$ cat config.mk
export PLATFORM = sky130hd
export DESIGN_NAME = ifetch_rx
export DESIGN_NICKNAME = d
export VERILOG_FILES = /design/src/rtl/ifetch_rx.sv
export SDC_FILE = /design/constraint.sdc
export NUM_CORES = 1
export LEC_CHECK = 0
export ABC_AREA = 0
export BUFFER_PORTS_ARGS = -buffer_cell sky130_fd_sc_hd__buf_2
export CELL_PAD_IN_SITES_DETAIL_PLACEMENT = 1
export CELL_PAD_IN_SITES_GLOBAL_PLACEMENT = 1
export CORE_ASPECT_RATIO = 0.9
export CORE_MARGIN = 8
export CORE_UTILIZATION = 52
export CTS_CLUSTER_DIAMETER = 100
export DETAILED_ROUTE_END_ITERATION = 10
export PLACE_DENSITY = 0.85
export SLEW_MARGIN = 20
export SYNTH_ARGS = -nofsm -noshare
export SYNTH_HDL_FRONTEND = slang
export SYNTH_SLANG_ARGS = --single-unit
$ cat constraint.sdc
create_clock -name clk -period 5.91 [get_ports clk]
set_input_delay 0.8865 -clock clk [delete_from_list [all_inputs] [get_ports clk]]
set_output_delay 0.8865 -clock clk [all_outputs]
set_load 0.05 [all_outputs]
$ cat src/rtl/ifetch_rx.sv
// Fetch-receive queue between instruction fetch and decode.
// Pairs each accepted fetch address with the word the synchronous memory returns one
// cycle later, buffers the pairs in a small FIFO, and drives fetch stall/branch.
module ifetch_rx #(
  parameter int unsigned ADDR  = 16,
  parameter int unsigned INST  = 32,
  parameter int unsigned DEPTH = 4
) (
  input  logic            clk,
  input  logic            rst,
  input  logic            v_i,
  input  logic [ADDR-1:0] addr_i,
  input  logic [INST-1:0] inst_i,
  output logic            stall_o,
  output logic            branch_o,
  output logic [ADDR-1:0] baddr_o,
  input  logic            redir_i,
  input  logic [ADDR-1:0] redir_addr_i,
  output logic            out_v_o,
  output logic [INST-1:0] out_inst_o,
  output logic [ADDR-1:0] out_pc_o,
  input  logic            out_rdy_i
);

  localparam int unsigned PtrW = (DEPTH > 1) ? $clog2(DEPTH) : 1;
  localparam int unsigned CntW = PtrW + 1;
  localparam logic [CntW:0] DepthC = (CntW + 1)'(DEPTH);

  logic [ADDR-1:0] pc_mem_q   [DEPTH];
  logic [INST-1:0] inst_mem_q [DEPTH];
  logic [PtrW-1:0] rd_ptr_q, rd_ptr_d;
  logic [PtrW-1:0] wr_ptr_q, wr_ptr_d;
  logic [CntW-1:0] count_q, count_d;
  logic            pend_q, pend_d;
  logic [ADDR-1:0] pend_pc_q, pend_pc_d;

  logic            accept;
  logic            push;
  logic            pop;
  logic [CntW:0]   occupancy;

  // Combinational control: stall looks only at registers and redir_i so a same-cycle
  // pop never releases it; redirect suppresses the in-flight push and any pop.
  always_comb begin
    occupancy  = {1'b0, count_q} + {{CntW{1'b0}}, pend_q};
    stall_o    = ~redir_i & (occupancy >= DepthC);
    branch_o   = redir_i;
    baddr_o    = redir_addr_i;
    out_v_o    = (count_q != '0);
    out_pc_o   = pc_mem_q[rd_ptr_q];
    out_inst_o = inst_mem_q[rd_ptr_q];
    accept     = v_i & ~stall_o & ~redir_i;
    push       = pend_q & ~redir_i;
    pop        = out_v_o & out_rdy_i & ~redir_i;
  end

  // Next-state for pointers, occupancy count and the in-flight fetch tracker.
  always_comb begin
    rd_ptr_d  = rd_ptr_q;
    wr_ptr_d  = wr_ptr_q;
    count_d   = count_q;
    pend_d    = accept;
    pend_pc_d = accept ? addr_i : pend_pc_q;
    if (redir_i) begin
      rd_ptr_d = '0;
      wr_ptr_d = '0;
      count_d  = '0;
    end else begin
      if (push) wr_ptr_d = wr_ptr_q + PtrW'(1);
      if (pop)  rd_ptr_d = rd_ptr_q + PtrW'(1);
      unique case ({push, pop})
        2'b10:   count_d = count_q + CntW'(1);
        2'b01:   count_d = count_q - CntW'(1);
        default: count_d = count_q;
      endcase
    end
  end

  // Control state registers.
  always_ff @(posedge clk or negedge rst) begin
    if (!rst) begin
      rd_ptr_q  <= '0;
      wr_ptr_q  <= '0;
      count_q   <= '0;
      pend_q    <= 1'b0;
      pend_pc_q <= '0;
    end else begin
      rd_ptr_q  <= rd_ptr_d;
      wr_ptr_q  <= wr_ptr_d;
      count_q   <= count_d;
      pend_q    <= pend_d;
      pend_pc_q <= pend_pc_d;
    end
  end

  // FIFO storage: pairs the pending PC with the memory word returned this cycle.
  always_ff @(posedge clk or negedge rst) begin
    if (!rst) begin
      for (int i = 0; i < int'(DEPTH); i++) begin
        pc_mem_q[i]   <= '0;
        inst_mem_q[i] <= '0;
      end
    end else if (push) begin
      pc_mem_q[wr_ptr_q]   <= pend_pc_q;
      inst_mem_q[wr_ptr_q] <= inst_i;
    end
  end

endmodule

==> flow_summary_export.csv <==
group,metric,value,unit
yosys,synth.net_count,645,
pwr,power_leakage,0.00517,uW
placed_design,hpwl,13800,um
critical_path,crit_required,5.02,ns
sta,slew_headroom,42.2,%
sta,max_freq,0.296,GHz
clocking,clk_path_buf_depth,3,
drt,dr.pass1.iters,4,
global_route,antenna_found_initial,0,
clocking,cts_tree,"yes",
sta,fin_crit_sh,57.2,%
critical_path,path_max_fanout,25,
drt,vias,5225,
global_route,grt_usage,20.0,%
finish,fin_nets,729,
finish,antennaDiodeCount,0,
yosys,synth_area,9540,um2
sta,hold_viol,0,
floorplan,placementRows,47,
finish,nFillCells,1664,
floorplan,dieWidth,159,um
critical_path,cp_cell_sequence,"buf_4 > mux4_2 > buf_2",
drt,wl_met2,12000,um
drt,wirelength,22000,um
sta,worstMarginPinSlew,0.867,ns
sta,final.min_clock_period,3.38,ns
finish,drive_gt1_share,50.1,%
drt,top_layer,"met4",
clocking,root_buffer,"clkbuf_16",
pwr,powerDensity,534,nW/um2
finish,synthToLayoutAreaGrowth,14.0,%
drt,ant_nets,0,
drt,wl_met3,1030,um
sta,rsz0062_at_grt,"false",
global_route,gr-total-overflow,0,
placed_design,routabilityCongestion,0.685,
critical_path,critPathMaxStageDelay,0.85,ns
clocking,clock_latency,0.49,ns
job,maxCapViolCount,0,
yosys,post_synth.cell_area_avg,16.7,um2
drt,routedWlPerCell,24.0,um
finish,regArea,5410,um2
clocking,clk_pin_slew_worst_paths,0.06,ns
sta,fin_tns_setup,0,ns
global_route,grt_max_degree,101,
clocking,cts_setup_buffers,0,
critical_path,slowest_stage,"dfrtp_2",
status,status,"finished, final reports clean",
floorplan,boundaryPins,136,
drt,met1_length,8590,um
sta,slew_viol_final,0,
clocking,hold_buffers,0,
drt,drtIter0Drc,191,
critical_path,crit_path_start_kind,"flip-flop",
placed_design,placement.io_buffers,103,
clocking,cts.repair.resized,0,
yosys,yosysSeqAreaShare,56.7,%
critical_path,endpoint_kind,"output pin",
drt,drc,0,
drt,via_per_inst,5.70,
finish,final_util,59.8,%
yosys,ys_ff_latch,216,
yosys,yosysWarnings,0,
clocking,numCtsBuffers,23,
floorplan,start_util,52.5,%
clocking,clkSinkCount,216,
floorplan,coreArea,18200,um2
global_route,grt_pass1_vias,6343,
min_path,worstHoldPathType,"in -> async",
critical_path,rr_worst_depth,4,
yosys,synth_cells,571,
floorplan,die_h,144,um
floorplan,die-area,22900,um2
finish,multi_input_area,3760,um2
clocking,htreeDepth,1,
sta,report.final.setup_viol,0,
pwr,irDropWorstVdd,0.000272,V
critical_path,crit_type,"reg -> out",
critical_path,worst_ep_arrival_time,2.49,ns
sta,skew,0.0110,ns
global_route,grt_pass1_wl,36100,um
yosys,synthDistinctLibCells,32,
==> cells in the final DEF (no fill, tap or decap), drive strengths merged <==
master / n
mux2i: 1
buf: 110
clkinvlp: 1
o311ai: 1
fa: 1
xnor2: 3
mux2: 208
nor2: 10
or3: 1
a21o: 1
and3b: 1
inv: 4
bufinv: 2
o31ai: 1
nor3: 1
clkinv: 6
clkbuf: 32
o21ai: 3
or3b: 1
dfrtp: 216
mux4: 48
a32oi: 1
o311a: 1
ha: 4
xor2: 2
nand2: 5
a31oi: 3
and2b: 1
nand3b: 1
and3: 1
==> layout make-up <==
type / count / share of cell area (%)
flip-flops and latches: 216 / 49.8
multi-input cells: 300 / 34.6
clock buffers: 31 / 6.21
repair buffers: 111 / 5.56
well taps: 245 / 2.82
clock inverters: 10 / 0.978
inverters: 3 / 0.104
==> synth_stat cells <==
cell      number  area share, %
mux2_1        80            9.4
dfrtp_1      216             57
mux2i_1        1           0.10
buf_2         17           0.89
and3_1         1          0.066
o311a_1        1           0.10
or3b_2         1          0.092
and3b_1        1          0.092
xnor2_1        3           0.28
or3_1          1          0.066
fa_1           1           0.21
o31ai_1        1          0.079
nand3b_4       1           0.21
and2b_1        1          0.079
buf_4         21            1.7
buf_1          3           0.12
nor2_1        10           0.39
o311ai_0       1          0.092
xor2_1         2           0.18
a31oi_2        1           0.13
a21o_1         1          0.079
a32oi_1        1          0.092
buf_6         10            1.2
a31oi_1        2           0.13
inv_1          3           0.12
mux4_2        48             11
nor3_1         1          0.052
ha_1           4           0.52
o21ai_0        3           0.16
nand2_1        5           0.20
mux2_2       128             15
clkbuf_1       1          0.039
==> critical path, delay by kind of cell (launching register included) <==
family	cells	cell delay [ns]
buf+inv	2	0.73
flops	1	0.85
mux	1	0.40
==> report_power, final <==
| part | leakage (uW) | switching (uW) | total (uW) | internal [uW] |
|---|---|---|---|---|
| registers | 0.00279 | 313 | 2210 | 1900 |
| logic | 0.00199 | 1320 | 2140 | 814 |
| clock network | 0.000391 | 575 | 1460 | 888 |
==> cells by family (layout without fill, tap and decap cells) <==
family	count (synthesis)	count (layout)	share of synthesized area [%]
compound gates	11	11	0.866
xor+xnor	5	5	0.459
fa+ha+maj	5	5	0.735
buf+inv	55	155	4.00
flops	216	216	56.7
mux	257	257	36.0
simple gates	22	22	1.25
==> sequential cells by signal (all words and copies together), names as in the netlist <==
signal      cells
pend_q          1
rd_ptr_q        2
count_q         3
pend_pc_q      16
pc_mem_q       64
inst_mem_q    128
wr_ptr_q        2
==> routing by layer <==
metal	vias to the layer above	track usage, %
li1	2248	-
met1	2815	23.0
met2	122	37.9
met3	40	4.13
met4	0	4.60
met5	-	0
==> metrics by stage <==
stage	setup slack (ns)	total power (uW)	cell area, um2	instances	hold WS (ns)
global route	2.40	6080	10900	916	0.508
CTS	2.39	5860	10800	915	0.492
floorplan	3.32	3850	9540	571	0.459
detailed placement	2.88	4360	10100	874	0.479
global placement	2.94	4230	10100	874	0.468
finish	2.53	5810	10900	916	0.459
==> path summary, 6_finish.rpt <==
check	from	end	slack (ns)
worst min register to register	pc_mem_q[28]	pc_mem_q[28]	0.49
worst max register to register	pend_q	pc_mem_q[39]	3.49
min in group clk	pc_mem_q[28]	pc_mem_q[28]	0.49
worst min-delay path	rst	inst_mem_q[59]	0.46
worst max-delay path	rd_ptr_q[1]	out_pc_o[1]	2.53
max in group asynchronous	rst	inst_mem_q[96]	4.00
No activity file was read; power rests on OpenSTA's default activity.
